==> config.mk <==
export PLATFORM = sky130hd
export DESIGN_NAME = uart_tx_engine
export DESIGN_NICKNAME = d
export VERILOG_FILES = /design/src/rtl/uart_tx_engine.sv
export SDC_FILE = /design/constraint.sdc
export NUM_CORES = 1
export LEC_CHECK = 0
export BUFFER_PORTS_ARGS = -buffer_cell sky130_fd_sc_hd__buf_2
export CORE_MARGIN = 2
export CORE_UTILIZATION = 33
export CTS_BUF_LIST = sky130_fd_sc_hd__clkbuf_16
export CTS_CLUSTER_SIZE = 14
export DETAILED_ROUTE_END_ITERATION = 8
export GPL_ROUTABILITY_DRIVEN = 0
export SLEW_MARGIN = 5
export SYNTH_ARGS = -nofsm -noshare
export SYNTH_HDL_FRONTEND = slang
export SYNTH_SLANG_ARGS = --single-unit
==> constraint.sdc <==
create_clock -name CLK -period 1.6 [get_ports CLK]
set_input_delay 0.08 -clock CLK [delete_from_list [all_inputs] [get_ports CLK]]
set_output_delay 0.08 -clock CLK [all_outputs]
set_load 0.05 [all_outputs]
==> src/rtl/uart_tx_engine.sv <==
// UART transmit engine: frame FSM, LSB-first serializer, parity generator and registered line driver.
// Optional macro UART_TX_STOP2_EN adds the STOP2 input for a selectable second stop bit.
module uart_tx_engine #(
  parameter int DATA_WIDTH = 8,
  parameter int CNT_W      = (DATA_WIDTH > 1) ? $clog2(DATA_WIDTH) : 1
) (
  input  logic                  CLK,
  input  logic                  RST,
  input  logic [DATA_WIDTH-1:0] P_DATA,
  input  logic                  DATA_VALID,
  input  logic                  PAR_EN,
  input  logic                  PAR_TYP,
`ifdef UART_TX_STOP2_EN
  input  logic                  STOP2,
`endif
  output logic                  TX_OUT,
  output logic                  Busy,
  output logic                  ACCEPT
);

  typedef enum logic [2:0] {
    S_IDLE   = 3'd0,
    S_START  = 3'd1,
    S_DATA   = 3'd2,
    S_PARITY = 3'd3,
    S_STOP   = 3'd4
  } state_t;

  localparam logic [CNT_W-1:0] LAST_IDX = CNT_W'(DATA_WIDTH - 1);

  state_t                  state_q;
  logic [DATA_WIDTH-1:0]   shreg_q;
  logic [CNT_W-1:0]        idx_q;
  logic                    par_en_q;
  logic                    par_bit_q;
  logic                    last_stop;
  logic                    accept;

`ifdef UART_TX_STOP2_EN
  logic                    stop2_q;
  logic                    stop_cnt_q;

  // With two stop bits the frame ends only in the second stop cycle.
  assign last_stop = (state_q == S_STOP) && (!stop2_q || stop_cnt_q);
`else
  assign last_stop = (state_q == S_STOP);
`endif

  // A new frame may start from idle or seamlessly out of the final stop bit.
  assign accept = DATA_VALID && ((state_q == S_IDLE) || last_stop);

  // NOTE: sequential state uses non-blocking assignments so every flop samples
  // the pre-edge values of its peers regardless of statement order.
  always_ff @(posedge CLK or negedge RST) begin
    if (!RST) begin
      // NOTE: the shift register is reset too, so an abandoned frame leaves no
      // stale payload behind; it is a handful of flops, not a memory array.
      state_q    <= S_IDLE;
      shreg_q    <= '0;
      idx_q      <= '0;
      par_en_q   <= 1'b0;
      par_bit_q  <= 1'b0;
`ifdef UART_TX_STOP2_EN
      stop2_q    <= 1'b0;
      stop_cnt_q <= 1'b0;
`endif
      TX_OUT     <= 1'b1;
      Busy       <= 1'b0;
      ACCEPT     <= 1'b0;
    end else begin
      ACCEPT <= 1'b0;
      if (accept) begin
        // Everything that shapes the frame is captured here and held to its end.
        state_q   <= S_START;
        shreg_q   <= P_DATA;
        par_en_q  <= PAR_EN;
        par_bit_q <= (^P_DATA) ^ PAR_TYP;
`ifdef UART_TX_STOP2_EN
        stop2_q   <= STOP2;
`endif
        TX_OUT    <= 1'b0;
        Busy      <= 1'b1;
        ACCEPT    <= 1'b1;
      end else begin
        case (state_q)
          S_IDLE: begin
            TX_OUT <= 1'b1;
            Busy   <= 1'b0;
          end

          S_START: begin
            state_q <= S_DATA;
            idx_q   <= '0;
            TX_OUT  <= shreg_q[0];
            shreg_q <= shreg_q >> 1;
            Busy    <= 1'b1;
          end

          S_DATA: begin
            Busy <= 1'b1;
            if (idx_q == LAST_IDX) begin
              if (par_en_q) begin
                state_q <= S_PARITY;
                TX_OUT  <= par_bit_q;
              end else begin
                state_q <= S_STOP;
                TX_OUT  <= 1'b1;
`ifdef UART_TX_STOP2_EN
                stop_cnt_q <= 1'b0;
`endif
              end
            end else begin
              idx_q   <= idx_q + CNT_W'(1);
              TX_OUT  <= shreg_q[0];
              shreg_q <= shreg_q >> 1;
            end
          end

          S_PARITY: begin
            state_q <= S_STOP;
            TX_OUT  <= 1'b1;
            Busy    <= 1'b1;
`ifdef UART_TX_STOP2_EN
            stop_cnt_q <= 1'b0;
`endif
          end

          S_STOP: begin
            TX_OUT <= 1'b1;
            if (last_stop) begin
              state_q <= S_IDLE;
              Busy    <= 1'b0;
            end else begin
              Busy <= 1'b1;
`ifdef UART_TX_STOP2_EN
              stop_cnt_q <= 1'b1;
`endif
            end
          end

          default: begin
            // Unused encodings fall back to a quiet idle line.
            state_q <= S_IDLE;
            TX_OUT  <= 1'b1;
            Busy    <= 1'b0;
            ACCEPT  <= 1'b0;
          end
        endcase
      end
    end
  end

endmodule
# Word-level counts from Yosys, hierarchy flattened
# Cells that the tools add are included.
classes:
  add_sub_neg: 1
  eq_ne: 9
  mux: 16
  n_bitwise: 2
  reduce_logical: 10
op_table:
  columns: ["cell", "n"]
  rows:
  - ["2-to-1 mux 8 bit", 2]
  - ["one-hot mux 8 bit (2 select lines)", 1]
  - ["2-to-1 mux 3 bit", 4]
  - ["one-hot mux 3 bit (4 select lines)", 1]
  - ["parity 8 bit", 1]
  - ["equality test 3 x 2 -> 1 bit (second input constant)", 2]
  - ["equality test 3 bit (second input constant)", 2]
  - ["2-to-1 mux 1 bit", 6]
  - ["!= test 3 bit (second input constant)", 2]
  - ["one-hot mux 3 bit (2 select lines)", 1]
  - ["!= test 2 bit (second input constant)", 2]
  - ["AND reduction 2 bit", 2]
  - ["adder 3 x 1 -> 3 bit (second input constant)", 1]
  - ["equality test 3 x 1 -> 1 bit (second input constant)", 1]
  - ["zero test 3 bit", 1]
  - ["AND reduction 3 bit", 1]
  - ["nonzero test 3 bit", 1]
  - ["OR reduction 3 bit", 1]
  - ["one-hot mux 1 bit (2 select lines)", 1]
  - ["nonzero test 2 bit", 1]
  - ["logical AND 1 bit", 1]
  - ["logical OR 1 bit", 1]
  - ["inverter 1 bit", 1]
  - ["bitwise XOR 1 bit", 1]
word_totals:
  regBits: 19
  output_inout_bits: 3
  wordCells: 46

# Longest topological paths before layout
logic_depth:
  depth_word: 5
  depth_mapped: 7
  ltp_nobuf: 6

# Least setup slack after synthesis
# Ideal clock, no wire load.
synth_path:
  path_type: "flip-flop to flip-flop"
  startpoint: "register idx_q[0]"
  endpoint: "register shreg_q[4]"
  setup_ns: 0.140
  arrival_time_ns: 1.506
  required_time_ns: 1.460
  path_slack_ns: -0.046
  stages_incl_launch_ff: 8
  path_buffers: 1
  period_less_slack_ns: 1.646
  cell_sequence: "dfrtp_1 -> ha_1 -> ha_1 -> nor4b_1 -> nor3_2 -> buf_6 -> nand2_1 -> o21ai_0"
synth_via:
  elab_chain_cells: 3
synth_lines:
  columns: ["element", "line_no", "source"]
  rows:
  - ["from (decl)", "33", "logic [CNT_W-1:0] idx_q;"]
  - ["from (signal assigned)", "113", "idx_q <= idx_q + CNT_W'(1);"]
  - ["equality test 3 bit", "101", "if (idx_q == LAST_IDX) begin"]
  - ["!= test 3 bit (no source line)", null, null]
  - ["AND reduction 2 bit (no source line)", null, null]
  - ["to (signal assigned)", "95", "shreg_q <= shreg_q >> 1;"]
  - ["to (signal assigned)", "115", "shreg_q <= shreg_q >> 1;"]
  - ["to (decl)", "32", "logic [DATA_WIDTH-1:0] shreg_q;"]
# Every way passes these cells.
# A chain may end at the register's enable or synchronous reset.

# Worst setup path after layout
layout_path:
  startpoint: "register idx_q[0]"
  endpoint: "register shreg_q[7]"
# The elaborated chain is that of the path after synthesis.

==> flow_metrics.py <==
metrics = {
    "sta": {
        "skew_ns": 0.001641,
        "relSlewSlack_pct": 71.76,
        "hold_slack_ns": 0.03654,
        "drv_slew": 0,
        "hold_viol": 0,
        "post-route-period-util_pct": 97.79,
        "tightest_slew_ns": 0.4236,
        "clock.fmax_mhz": 639.1,
        "period_needed_ns": 1.565,
        "setup_viol": 0,
    },
    "yosys": {
        "syn_area_um2": 992.2,
        "syn_nets": 106,
        "synth_cell_types": 28,
        "ys_seq_area_share_pct": 48.05,
        "syn_area_per_cell_um2": 10.90,
        "synth_cells": 91,
        "yosysWarnings": 0,
        "yosys_register_bits": 19,
        "ys.flop_type": "dfrtp_1",
        "synth_edf_count": 0,
        "synthArstFlopShare_pct": 100.0,
    },
    "grt": {
        "grt_max_degree": 20,
        "groute.usage.overall_pct": 11.75,
        "grt_first_pass_wirelength_mm": 3.056,
        "grt-ovfl-total": 0,
        "first_global_vias": 703,
        "antenna_found_initial": 0,
    },
    "run": {
        "cap_violations": 0,
    },
    "setup_path": {
        "arrival_ns": 1.70,
        "worstPathRequired_ns": 1.74,
        "path_buf_inv": 1,
        "path_delay_family": "flip-flops",
        "path_cells": "ha_2 > ha_4 > nor4b_4 > buf_4 > nor3_4 > a22o_1",
        "critPathMaxFanout": 7,
        "worstSetupEndpointType": "flop",
        "path_class": "reg2reg",
        "crit_path_max_incr_delay_ns": 0.38,
        "cp-start-kind": "flop",
        "crit_path_top_delay_cell": "dfrtp_1",
    },
    "power_and_ir_drop": {
        "peakVddDrop_mv": 0.8996,
        "p_per_area_nw_per_um2": 1954,
        "power_mw": 2.550,
        "power.leakage_nw": 0.5928,
    },
    "drt": {
        "vias": 773,
        "drtPass1Iterations": 4,
        "drt-total-wl_mm": 1.984,
        "drc_errors": 0,
        "via_per_inst": 5.119,
        "drt_iter0_drc": 17,
        "wire_per_inst_um": 13.14,
        "ant_nets": 0,
    },
    "floorplanning": {
        "io_pins": 16,
        "die_y_um": 58.84,
        "die-area_um2": 3462,
        "start_util_pct": 35.37,
        "die_w_um": 58.84,
        "rows": 19,
        "core_area_um2": 2805,
    },
    "cells_and_area": {
        "drive_gt1_share_pct": 34.17,
        "num_antenna_cells": 0,
        "fin_util_pct": 46.52,
        "design_area_um2": 1305,
        "instances_no_fill": 151,
        "nNetsFinal": 136,
        "area_delta_synth_final_pct": 31.53,
    },
    "clock_network": {
        "numCtsBuffers": 3,
        "tritoncts": "built",
        "path_clk_slew_ns": 0.05,
        "cts_buffer_depth": 2,
        "htreeDepth": 1,
        "root_buffer": "clkbuf_16",
        "clock_sinks": 19,
        "clock_latency_ns": 0.25,
    },
    "status": {
        "status": "completed",
    },
    "place": {
        "port_buffers": 15,
        "placed_cells": 141,
        "post_dp_cell_area_um2": 1135,
        "dp_hpwl_mm": 1.318,
    },
    "min_path": {
        "hold_path.class": "in2reg",
    },
}
==> through the flow <==
step / worst slack (ns) / TNS, ns
2_1_floorplan: 0.02315 / 0
3_3_place_gp: 0.04932 / 0
3_5_place_dp: 0.01369 / 0
4_1_cts: 0.02201 / 0
5_1_grt: -0.01476 / -0.02602
6_report: 0.03530 / 0
==> metal layers <==
metal	vias up	global-route usage, %	part of all wire, %
met2	16	19.37	48
li1	385	-	-
met1	370	14.82	47
met5	-	0	0
met3	2	3.956	3.7
met4	0	2.922	0.40
==> state kept, by name, indices dropped and copies added (netlist names) <==
signal / cells
ACCEPT: 1
Busy: 1
TX_OUT: 1
idx_q: 3
par_bit_q: 1
par_en_q: 1
shreg_q: 8
state_q: 3
==> Yosys cell counts, drive strengths merged, types with 2 or more instances <==
| library cell | n | area share (%) |
|---|---|---|
| mux2i | 8 | 8.1 |
| inv | 2 | 0.76 |
| dfrtp | 18 | 45 |
| nand2 | 12 | 4.5 |
| nor3b | 2 | 2.6 |
| o21ai | 13 | 7.3 |
| nor4b | 2 | 1.8 |
| a22oi | 2 | 1.5 |
| a21oi | 3 | 1.5 |
| nand2b | 2 | 1.3 |
| xnor2 | 5 | 4.4 |
| nor3 | 3 | 2.0 |
| nor2 | 5 | 1.9 |
| ha | 2 | 2.5 |
| buf | 3 | 3.4 |
==> tightest hold or removal path: stages <==
cell and delay, ns:
buf_2 0.08, nand2_1 0.03, o21ai_0 0.06
==> path summary, 6_finish.rpt <==
check,cells after the start,endpoint,start,slack [ns]
min in group asynchronous,2,state_q[1],RST,0.31
worst max-delay path,6,shreg_q[7],idx_q[0],0.04
worst max register to register,6,shreg_q[7],idx_q[0],0.04
worst min-delay path,3,par_en_q,PAR_EN,0.04
max in group asynchronous,2,TX_OUT,RST,0.96
worst min register to register,2,shreg_q[2],shreg_q[2],0.48
==> cell type report <==
type,count,area [um2]
fillers,275,1500
multi-input cells,67,528.0
flip-flops and latches,19,476.7
repair buffers,28,175.2
clock buffers,3,75.07
well taps,31,38.79
inverters,2,7.507
clock inverters,1,3.754
==> where the power goes <==
part | switching, mW | internal (mW)
combinational | 0.635 | 0.548
sequential | 0.162 | 0.696
clock | 0.177 | 0.332
==> timing repair <==
action                                  in CTS  in global routing
buffers inserted                             0                  5
endpoints found under the hold margin       18                  0
gates resized for setup                      0                  8
endpoints found under the setup margin       0                 11
hold buffers                                 1                  0
==> logic make-up (layout without fill, tap and decap cells) <==
family / after synthesis / after routing / share of synthesized area (%)
compound gates: 21 / 21 / 12.99
simple gates: 27 / 28 / 14.76
buf+inv: 6 / 34 / 4.539
mux: 9 / 9 / 9.584
xor+xnor: 7 / 7 / 7.566
fa+ha+maj: 2 / 2 / 2.522
flops: 19 / 19 / 48.05
==> cells in the final DEF (no fill, tap or decap), drive strengths merged <==
cell type    instances
buf                 27
dfrtp               18
o21ai               13
nand2               12
mux2i                8
nor2                 5
xnor2                5
nor3                 4
inv                  3
a21oi                3
clkbuf               3
nand2b               2
a22oi                2
nor3b                2
nor4b                2
ha                   2
dfstp                1
o31a                 1
o22a                 1
nor4                 1
xnor3                1
xor2                 1
mux2                 1
a22o                 1
dlygate4sd3          1
Note: power is estimated with default switching activity, not from simulation.
